==> config.mk <==
export PLATFORM = sky130hd
export DESIGN_NAME = reset_sequencer
export DESIGN_NICKNAME = d
export VERILOG_FILES = /design/src/rtl/reset_seq_pkg.sv /design/src/rtl/sync_rise_detect.sv /design/src/rtl/reset_sequencer.sv
export SDC_FILE = /design/constraint.sdc
export NUM_CORES = 1
export LEC_CHECK = 0
export ABC_AREA = 1
export CAP_MARGIN = 20
export CORE_ASPECT_RATIO = 0.9
export CORE_MARGIN = 3
export CORE_UTILIZATION = 65
export CTS_BUF_LIST = sky130_fd_sc_hd__clkbuf_2 sky130_fd_sc_hd__clkbuf_4 sky130_fd_sc_hd__clkbuf_8
export CTS_CLUSTER_SIZE = 30
export DETAILED_ROUTE_END_ITERATION = 12
export DONT_BUFFER_PORTS = 1
export PLACE_DENSITY = 0.85
export SYNTH_ARGS = -nofsm -noshare
export SYNTH_HDL_FRONTEND = slang
export SYNTH_HIERARCHICAL = 1
export SYNTH_SLANG_ARGS = --single-unit
==> constraint.sdc <==
create_clock -name clk -period 1.9 [get_ports clk]
set_input_delay 0.095 -clock clk [delete_from_list [all_inputs] [get_ports clk]]
set_output_delay 0.095 -clock clk [all_outputs]
set_load 0.05 [all_outputs]
==> src/rtl/reset_seq_pkg.sv <==
// reset_seq_pkg: state encodings, index width and helpers shared by the reset sequencer.
package reset_seq_pkg;
    localparam logic [2:0] S_HOLD     = 3'd0;
    localparam logic [2:0] S_RELEASE  = 3'd1;
    localparam logic [2:0] S_WAIT_ACK = 3'd2;
    localparam logic [2:0] S_GAP      = 3'd3;
    localparam logic [2:0] S_RUN      = 3'd4;
    localparam logic [2:0] S_FAULT    = 3'd5;
    localparam int IDX_W = 3;
    // One spare count: GAP compares against GAP_CYCLES itself.
    function automatic int cnt_width(input int h, input int g, input int a);
        int m;
        m = h > g ? h : g;
        m = m > a ? m : a;
        return $clog2(m + 1);
    endfunction
    function automatic logic [IDX_W-1:0] lowest_zero(input logic [7:0] v);
        logic [IDX_W-1:0] r;
        r = '0;
        for (int i = 7; i >= 0; i--)
            if (!v[i]) r = IDX_W'(i);
        return r;
    endfunction
endpackage

==> src/rtl/sync_rise_detect.sv <==
// sync_rise_detect: 2-flop synchronizer with a one-cycle rising-edge pulse, async active-low clear.
module sync_rise_detect (
    input  logic clk,
    input  logic rst_n,
    input  logic i_d,
    output logic o_rise
);
    logic r_s1, r_s2, r_s3;
    always_ff @(posedge clk or negedge rst_n)
        if (!rst_n) {r_s1, r_s2, r_s3} <= '0;
        else        {r_s1, r_s2, r_s3} <= {i_d, r_s1, r_s2};
    assign o_rise = r_s2 & ~r_s3;
endmodule

==> src/rtl/reset_sequencer.sv <==
// reset_sequencer: holds all subsystems in reset until lock, then releases them one at a time
// on each stage's ready handshake; timeouts, ready loss and soft requests re-assert everything.
module reset_sequencer
    import reset_seq_pkg::*;
#(
    parameter int NUM_STAGES  = 3,
    parameter int HOLD_CYCLES = 10,
    parameter int GAP_CYCLES  = 16,
    parameter int ACK_TIMEOUT = 1024
) (
    input  logic                  clk,
    input  logic                  locked,
    input  logic                  soft_rst_req,
    input  logic [NUM_STAGES-1:0] stage_ready,
    output logic [NUM_STAGES-1:0] rst_out,
    output logic                  all_ready,
    output logic                  fault,
    output logic [2:0]            fault_stage
);
    localparam int CW = cnt_width(HOLD_CYCLES, GAP_CYCLES, ACK_TIMEOUT);
    logic [2:0]            r_state, w_state;
    logic [IDX_W-1:0]      r_idx, w_idx, r_fs, w_fs;
    logic [CW-1:0]         r_cnt, w_cnt;
    logic [NUM_STAGES-1:0] r_rst, w_rst, w_clr;
    logic                  r_all, w_all, r_fault, w_fault, w_soft, w_last;
    logic [7:0]            w_rdy8, w_onehot;

    sync_rise_detect u_soft (
        .clk    (clk),
        .rst_n  (locked),
        .i_d    (soft_rst_req),
        .o_rise (w_soft)
    );

    // Unused upper bits read as ready so they never look like a dropped stage.
    always_comb begin
        w_rdy8 = '1;
        w_rdy8[NUM_STAGES-1:0] = stage_ready;
    end
    assign w_onehot = 8'd1 << r_idx;
    assign w_clr    = w_onehot[NUM_STAGES-1:0];
    assign w_last   = r_idx == IDX_W'(NUM_STAGES - 1);

    always_comb begin
        w_state = r_state;
        w_idx   = r_idx;
        w_rst   = r_rst;
        w_all   = r_all;
        w_fault = r_fault;
        w_fs    = r_fs;
        if (w_soft) begin
            w_state = S_HOLD;
            w_idx   = '0;
            w_rst   = '1;
            w_all   = 1'b0;
            w_fault = 1'b0;
        end else case (r_state)
            S_HOLD:
                if (r_cnt == CW'(HOLD_CYCLES - 1)) w_state = S_RELEASE;
            S_RELEASE: begin
                w_state = S_WAIT_ACK;
                w_rst   = r_rst & ~w_clr;
            end
            S_WAIT_ACK:
                if (w_rdy8[r_idx]) begin
                    w_state = w_last ? S_RUN : S_GAP;
                    w_all   = w_last;
                end else if (r_cnt == CW'(ACK_TIMEOUT - 1)) begin
                    w_state = S_FAULT;
                    w_fs    = r_idx;
                    w_rst   = '1;
                    w_fault = 1'b1;
                end
            S_GAP:
                if (r_cnt == CW'(GAP_CYCLES)) begin
                    w_state = S_RELEASE;
                    w_idx   = r_idx + 1'b1;
                end
            S_RUN:
                if (!(&w_rdy8)) begin
                    w_state = S_FAULT;
                    w_fs    = lowest_zero(w_rdy8);
                    w_rst   = '1;
                    w_all   = 1'b0;
                    w_fault = 1'b1;
                end
            default: ;
        endcase
        w_cnt = (w_soft || w_state != r_state) ? '0 : r_cnt + 1'b1;
    end

    always_ff @(posedge clk or negedge locked)
        if (!locked) begin
            r_state <= S_HOLD;
            r_idx   <= '0;
            r_cnt   <= '0;
            r_rst   <= '1;
            r_all   <= 1'b0;
            r_fault <= 1'b0;
            r_fs    <= '0;
        end else begin
            r_state <= w_state;
            r_idx   <= w_idx;
            r_cnt   <= w_cnt;
            r_rst   <= w_rst;
            r_all   <= w_all;
            r_fault <= w_fault;
            r_fs    <= w_fs;
        end

    assign rst_out     = r_rst;
    assign all_ready   = r_all;
    assign fault       = r_fault;
    assign fault_stage = r_fs;
endmodule

* Word-level counts from Yosys, hierarchy flattened
Cells that the tools add are included.
** Storage, ports and cells
- Bits in registers :: 28
- Logic and storage cells :: 83
- Input port bits :: 6
- Output and inout port bits :: 8
** Cells by class
- Equality and inequality tests :: 16
- Shift operators :: 1
- Reductions and logical operators :: 13
- Magnitude comparators :: 1
- Bitwise gates (word level) :: 5
- $add $sub $neg :: 2
- Multiplexer cells :: 35
** Operators by type and width (count)
- $mux W3 :: 19
- $pmux W3 S5 :: 1
- $ne A3 B3 Y1 const B :: 4
- $add A11 B1 Y11 const B :: 1
- $eq A11 B10 Y1 const B :: 1
- $eq A11 B4 Y1 const B :: 1
- $eq A11 B5 Y1 const B :: 1
- $mux W11 :: 1
- $eq A3 B2 Y1 const B :: 3
- $pmux W3 S3 :: 1
- $mux W1 :: 8
- $reduce_and A4 Y1 :: 2
- $ne A2 B2 Y1 const B :: 3
- $pmux W3 S2 :: 1
- $reduce_and A3 Y1 :: 2
- $reduce_bool A2 Y1 :: 3
- $reduce_and A5 Y1 :: 1
- $lt A3 B4 Y1 const B :: 1
- $pmux W1 S2 :: 2
- $reduce_bool A4 Y1 :: 1
- $add A3 B1 Y3 const B :: 1
- $and A3 B3 Y3 :: 1
- $bmux W1 S3 :: 1
- $eq A3 B1 Y1 const B :: 1
- other kinds (11) :: 12

* Longest topological paths before layout
Gate-level depths: netlist of run 1.
- Depth in word-level cells :: 8
- Gate-level depth with buffers :: 13
- Depth with buffers taken out :: 12

* By module
Netlist of run 1, hierarchy kept.
** Modules (own cells, without submodules)
- reset_sequencer :: cells an instance 200, area each 1671.6 um^2, times used 1, sequential area each 629.4 um^2
- sync_rise_detect :: cells an instance 5, area each 85.1 um^2, times used 1, sequential area each 75.1 um^2

* Worst setup path after synthesis of run 1
Ideal clock, no wire load.
- Path kind :: reg2reg
- Start point :: register r_cnt[0]
- End point :: register r_cnt[5]
- Path slack :: 0.222 ns
- Arrival time :: 1.554 ns
- Clock period less this slack :: 1.678 ns
- Cell stages (with the launch flop) :: 13
- Required time :: 1.776 ns
- Buffers on the path :: 1
- Setup time :: 0.124 ns
- Path through :: dfrtp_1 ha_1 nand2_2 nor2_4 nand3_2 clkinv_1 nand2_4 nand3_2 nand2_1 nand2_2 o21bai_2 buf_6 nor3_2
** Between the ends
- Longest elaborated chain between the ends :: 8
- Elaborated cells between the ends (all ways) :: 13
- Those cells by class :: add/sub: 1; eq/ne: 4; mux: 7; reduce/logical: 1
** Ends and longest elaborated chain
- start: declaration :: RTL line reset_sequencer.sv:23 : logic [CW-1:0] r_cnt, w_cnt;
- start signal: assignment :: RTL line reset_sequencer.sv:104 : r_cnt <= w_cnt;
- $eq A11 B10 Y1 :: RTL line reset_sequencer.sv:68 : end else if (r_cnt == CW'(ACK_TIMEOUT - 1)) begin
- $mux W3 :: RTL line reset_sequencer.sv:68
- $mux W3 :: RTL line reset_sequencer.sv:65 : if (w_rdy8[r_idx]) begin
- $pmux W3 S5 :: RTL line reset_sequencer.sv:57 : end else case (r_state)
- $mux W3 :: RTL line reset_sequencer.sv:51 : if (w_soft) begin
- $ne A3 B3 Y1 :: RTL line reset_sequencer.sv:89 : w_cnt = (w_soft || w_state != r_state) ? '0 : r_cnt + 1'b1;
- $logic_or A1 B1 Y1 :: RTL line reset_sequencer.sv:89
- $mux W11 (*) :: RTL line reset_sequencer.sv:89
- via w_cnt[5] :: RTL line reset_sequencer.sv:23
The timed path passes the listed nets; every way through them passes the cells marked *.
A chain may end at the register's enable or synchronous reset.

* Worst setup path after layout of run 1
- Start point :: register r_cnt[1]
- End point :: register r_cnt[5]
Same word-level chain as after synthesis.

==> results of run 1 <==
metal layers:
layer,up-vias,part of all wire,track usage
li1,724,-,-
met1,800,0.39,0.3229
met2,116,0.48,0.3511
met3,34,0.089,0.05841
met4,0,0.048,0.06502
met5,-,0,0
logic make-up after synthesis:
group / count (synthesis) / synth area share
compound gates: 27 / 0.09474
xor+xnor: 7 / 0.03490
fa+ha+maj: 7 / 0.04986
buf+inv: 36 / 0.08974
flops: 28 / 0.4010
simple gates: 100 / 0.3298
flip-flops by register name, indices dropped and copies added, names as in the netlist:
| register | cells |
|---|---|
| all_ready | 1 |
| r_idx | 3 |
| rst_out | 3 |
| fault | 1 |
| u_soft/r_s1 | 1 |
| r_cnt | 11 |
| u_soft/r_s3 | 1 |
| u_soft/r_s2 | 1 |
| r_state | 3 |
| fault_stage | 3 |
layout make-up:
cell class	count	share of cell area
inverters	33	0.05534
multi-input cells	141	0.4597
well taps	28	0.01534
clock buffers	4	0.01589
flip-flops and latches	28	0.3107
repair buffers	32	0.1430
path summary, 6_finish.rpt:
kind,startpoint,end,slack (ps),cells after the start
max,r_cnt[1],r_cnt[5],-100,12
max in group asynchronous,locked,rst_out[2],1510,2
min reg2reg,u_soft/r_s1,u_soft/r_s2,390,0
min,stage_ready[2],fault_stage[1],7,3
min in group asynchronous,locked,r_cnt[5],160,2
max reg2reg,r_cnt[1],r_cnt[5],-100,12
worst max-delay path, cell delays in order (launching register included):
cell and delay, ps:
dfrtp_1 470, inv_2 130, ha_1 160, nand3_1 70
nor2_1 160, nand2_1 80, nand2_1 80, o21bai_4 140
nand2_2 90, nand2_2 80, nand3_4 100, buf_12 160
nor3_2 190
power by group through the flow:
| stage | registers [mW] | logic (mW) | clock network, mW |
|---|---|---|---|
| final | 1.10 | 1.79 | 0.299 |
| after global routing | 1.11 | 1.88 | 0.334 |
| after CTS | 1.08 | 1.05 | 0.301 |
| after detailed placement | 1.09 | 1.00 | 0 |
| after global placement | 1.08 | 0.968 | 0 |
| after floorplan | 1.05 | 0.795 | 0 |
cells in the final DEF, fill, tap and decap left out, types with 5 or more instances in the layout:
cell type | Yosys | layout
nand3_1 | 14 | 13
nor2_4 | 3 | 5
nand3_2 | 5 | 5
inv_1 | 26 | 20
dfrtp_1 | 25 | 21
nor2_1 | 16 | 15
nand2_2 | 8 | 14
buf_4 | 0 | 22
nor3_4 | 0 | 7
xor2_1 | 5 | 5
nor3_2 | 12 | 6
o21ai_0 | 16 | 14
inv_2 | 4 | 10
nand2_1 | 29 | 21
ha_1 | 7 | 5
nor2_2 | 6 | 5
repair_timing:
item	in CTS	in global routing
resized for setup	2	44
pin swaps	0	24
hold endpoints to repair	30	0
setup endpoints to repair	12	15
hold buffers	5	0
gates cloned	0	2
setup buffers	0	17
per-stage QoR:
stage | TNS (ps) | worst slack, ps | hold slack [ps] | util
detailed placement | -1365 | -149.1 | -199.9 | 0.7293
finish | -725.5 | -95.47 | 6.684 | 0.9098
floorplan | 0 | 222.3 | -200.6 | -
global route | -1528 | -169.1 | 46.64 | 0.9098
CTS | 0 | 25.47 | 8.555 | 0.7712
global placement | -618.5 | -87.00 | -199.7 | 0.7293
==> results.json, run 1 <==
{
  "dp_cells": 238,
  "register_area_um2": 709.4,
  "hold_class": "primary input to flip-flop",
  "power.total_mw": 3.181,
  "power_density_mw_per_mm2": 1393,
  "grt_pass1_wl_mm": 5.947,
  "cts_root_buffer": "clkbuf_4",
  "synth.most_common_cell": "nand2_1",
  "crit_path_end_kind": "flip-flop",
  "min_period_over_period": 1.050,
  "core_area_mm2": 0.002510,
  "skew_ps": 5.828,
  "area_growth_pct": 29.99,
  "grt_overflow_total": 0,
  "fmax_ghz": 0.5011,
  "slew_violations": 0,
  "switching_share": 0.4833,
  "tritoncts": "yes",
  "drive_above_1_share": 0.4370,
  "violations": "negative setup slack",
  "drt-wirelength-per-cell_um": 19.70,
  "cts.clk_slew.worst_paths_ps": 150,
  "hold_violations": 0,
  "drc": 0,
  "finalInstanceArea_mm2": 0.002283,
  "die_w_um": 60.80,
  "drt-total-wl_mm": 5.240,
  "synth-async-reset-ratio": 1.000,
  "synth_edf_count": 0,
  "ir_worst_vdd_v": 0.001353,
  "cts_buffer_depth": 2,
  "multiInputGateArea_mm2": 0.001050,
  "syn_area_mm2": 0.001757,
  "synth_nets": 218,
  "synth_seq_area_share": 0.4010,
  "max_slew_margin": 0.6741,
  "start_util": 0.6999,
  "drv_cap": 0,
  "synthCells": 205,
  "yosysUniqueCellTypes": 30,
  "worst_slack_ps": -95.47,
  "via_per_inst": 6.293,
  "setup_viol": 11,
  "status": "finished, violations left",
  "gp_congestion": 0.9564,
  "grt_max_degree": 29,
  "synth_top_area_cell": "dfrtp_1",
  "grt_pass1_vias": 1354,
  "io_pins": 14,
  "critPathKind": "flip-flop to flip-flop",
  "yosys-top-cells-count": "nand2_1 (29), inv_1 (26), dfrtp_1 (25), nor2_1 (16), o21ai_0 (16)",
  "clock_latency_ps": 340,
  "finalNonFillerCells": 266,
  "port_buffers": 0,
  "postPlaceCellArea_mm2": 0.001831,
  "avgSynthCellArea_um2": 8.569,
  "rsz0062_at_grt": "true",
  "die-area_mm2": 0.003363,
  "die_h_um": 55.32,
  "diodes": 0,
  "clkPwrFrac": 0.094,
  "clkSinkCount": 28,
  "antenna_left": 0,
  "nFillCells": 90,
  "crit_fanout": 6,
  "row_count": 17,
  "yosys_warnings": 6,
  "synth_seq_cells": 28,
  "power.share.sequential": 0.345,
  "grtUsageTotal": 0.2309,
  "tightest_slew_ps": 488.9,
  "first_pass_iters": 6,
  "grt_antenna_before_repair": 0,
  "ys.flop_type": "dfrtp_1",
  "drtIter0Drc": 218,
  "synthTopCellsByArea": "dfrtp_1 (36%), nor3_2 (6.8%), nand2_1 (6.2%), inv_1 (5.6%), ha_1 (5.0%)",
  "cp.arrival_ps": 2270,
  "fin_crit_ps": 1995,
  "nNetsFinal": 252,
  "vias": 1674,
  "power.switching_mw": 1.537,
  "synth_top_area_frac": 0.3561,
  "required_ps": 2170,
  "hpwl_mm": 2.616,
  "pwr-share-comb": 0.562,
  "startpoint_type": "flip-flop",
  "p_int_mw": 1.644,
  "p_leak_nw": 1.061,
  "htree_levels": 1,
  "numCtsBuffers": 3
}
(Power assumes the default switching activity.)
==> run 2: changes to the inputs <==
- CORE_MARGIN: 3 -> 2
- SKIP_CTS_REPAIR_TIMING: not set -> 1
==> run 2 against run 1 <==
Compared with the run above: the run ends with design-rule violations, negative hold slack, negative setup slack left; non-clock buffer count shrank 8; total power shrank 8.2%; clock skew grew 5.9 ps; wire length shrank 14%; critical path depth is the same; global-route usage grew 3.3 points; worst hold slack lost 12 ps; first-iteration DRC count shrank 32%; clock power shrank 2%; sequential power is essentially flat; largest cell class unchanged; register-to-register slack gained 40 ps.
==> results.json, run 2 (synthesized netlist as in run 1, its figures left out) <==
{
  "tightest_slew_ps": 482.9,
  "hpwl_mm": 2.691,
  "die_w_um": 58.80,
  "min_period_over_period": 1.028,
  "drv_cap": 0,
  "required_ps": 2170,
  "die_h_um": 53.32,
  "startpoint_type": "flip-flop",
  "grt_overflow_total": 0,
  "drt-wirelength-per-cell_um": 17.38,
  "max_slew_margin": 0.6781,
  "whs_ps": -5.127,
  "htree_levels": 1,
  "fmax_ghz": 0.5118,
  "ir_worst_vdd_v": 0.001195,
  "drt-total-wl_mm": 4.483,
  "clock_latency_ps": 340,
  "numCtsBuffers": 3,
  "power.total_mw": 2.919,
  "drtIter0Drc": 148,
  "fin_crit_ps": 1954,
  "grtUsageTotal": 0.2637,
  "area_growth_pct": 22.15,
  "largest_register": "r_cnt",
  "grt_antenna_before_repair": 0,
  "cts_root_buffer": "clkbuf_4",
  "met2_usage": 0.4111,
  "violations": "design-rule violations, negative hold slack, negative setup slack",
  "crit_path_end_kind": "flip-flop",
  "power_density_mw_per_mm2": 1360,
  "port_buffers": 0,
  "final_cell_mix": "nand2_1 (25), inv_1 (24), dfrtp_1 (22), nor2_1 (16)",
  "dp_cells": 237,
  "cp.arrival_ps": 2230,
  "nNetsFinal": 244,
  "grt_pass1_wl_mm": 6.147,
  "io_pins": 14,
  "drc": 2,
  "grt_pass1_vias": 1349,
  "cts.clk_slew.worst_paths_ps": 150,
  "gp_congestion": 0.9172,
  "grt_max_degree": 29,
  "rsz0062_at_grt": "true",
  "grtUsageMet1": 0.3660,
  "vias": 1561,
  "row_count": 17,
  "slew_violations": 0,
  "hold_class": "primary input to flip-flop",
  "final_common_cell": "nand2_1",
  "critPathKind": "flip-flop to flip-flop",
  "skew_ps": 11.70,
  "core_area_mm2": 0.002510,
  "hold_violations": 1,
  "use_met3": 0.05623,
  "cts_buffer_depth": 2,
  "setup_viol": 10,
  "first_pass_iters": 9,
  "crit_fanout": 5,
  "worst_slack_ps": -54.08,
  "start_util": 0.6999,
  "via_per_inst": 6.050,
  "status": "finished, violations left",
  "diodes": 0,
  "die-area_mm2": 0.003135,
  "antenna_left": 0,
  "finalNonFillerCells": 258,
  "drive_above_1_share": 0.3652,
  "utilization": 0.8549,
  "busiest_layer": "met2",
  "largest_reg_flops": 11,
  "tritoncts": "yes",
  "clkSinkCount": 28,
  "p_leak_nw": 1.000
}
-- run 2: cell count changes in the layout (fill, tap and decap cells not counted), sizes merged --
| cell | previous run | this run |
|---|---|---|
| buf | 26 | 18 |
-- run 2: path summary, 6_finish.rpt --
kind / start / to / slack, ps / cells after the start
worst max-delay path: r_cnt[0] / r_cnt[2] / -50 / 12
worst min-delay path: stage_ready[2] / fault_stage[1] / -5 / 3
worst max register to register: r_cnt[0] / r_cnt[2] / -50 / 12
worst min register to register: u_soft/r_s1 / u_soft/r_s2 / 370 / 0
max in group asynchronous: locked / rst_out[1] / 1490 / 2
min in group asynchronous: locked / r_cnt[2] / 170 / 2
-- run 2: per-layer routing --
layer / part of all wire / routed length (um)
met1: 0.43 / 1910
met2: 0.47 / 2122
met3: 0.083 / 370
met4: 0.018 / 80
met5: 0 / 0
-- run 2: per-stage QoR --
| step | TNS (ps) | cell area [um^2] | setup WS (ps) |
|---|---|---|---|
| floorplan | 0 | 1757 | 222.3 |
| global placement | -701.0 | 1823 | -93.70 |
| detailed placement | -1846 | 1823 | -192.4 |
| CTS | -2218 | 1859 | -226.7 |
| global route | -1163 | 2146 | -112.5 |
| finish | -233.3 | 2146 | -54.08 |
-- run 2: layout make-up --
type | instances | area [um^2]
multi-input combinational | 141 | 972.2
timing repair buffer | 24 | 270.3
inverter | 33 | 123.9
clock buffer | 4 | 36.28
tap | 28 | 35.03
fill | 114 | 364.1
sequential | 28 | 708.2
-- run 2: power breakdown --
| group | switching (mW) | leakage [nW] | total, mW | internal, mW |
|---|---|---|---|---|
| logic | 0.861 | 0.624 | 1.55 | 0.688 |
| registers | 0.338 | 0.356 | 1.08 | 0.738 |
| clock network | 0.176 | 0.0210 | 0.294 | 0.118 |
-- run 2: critical path, cell delays in order, from the launching register on --
cell,delay (ps)
dfrtp_1,430
buf_6,130
inv_2,60
ha_1,150
nand4_1,150
inv_2,120
nand2_2,60
a21oi_2,120
nand2_1,80
nand2_2,130
o21bai_4,110
clkbuf_16,170
nor3_2,180
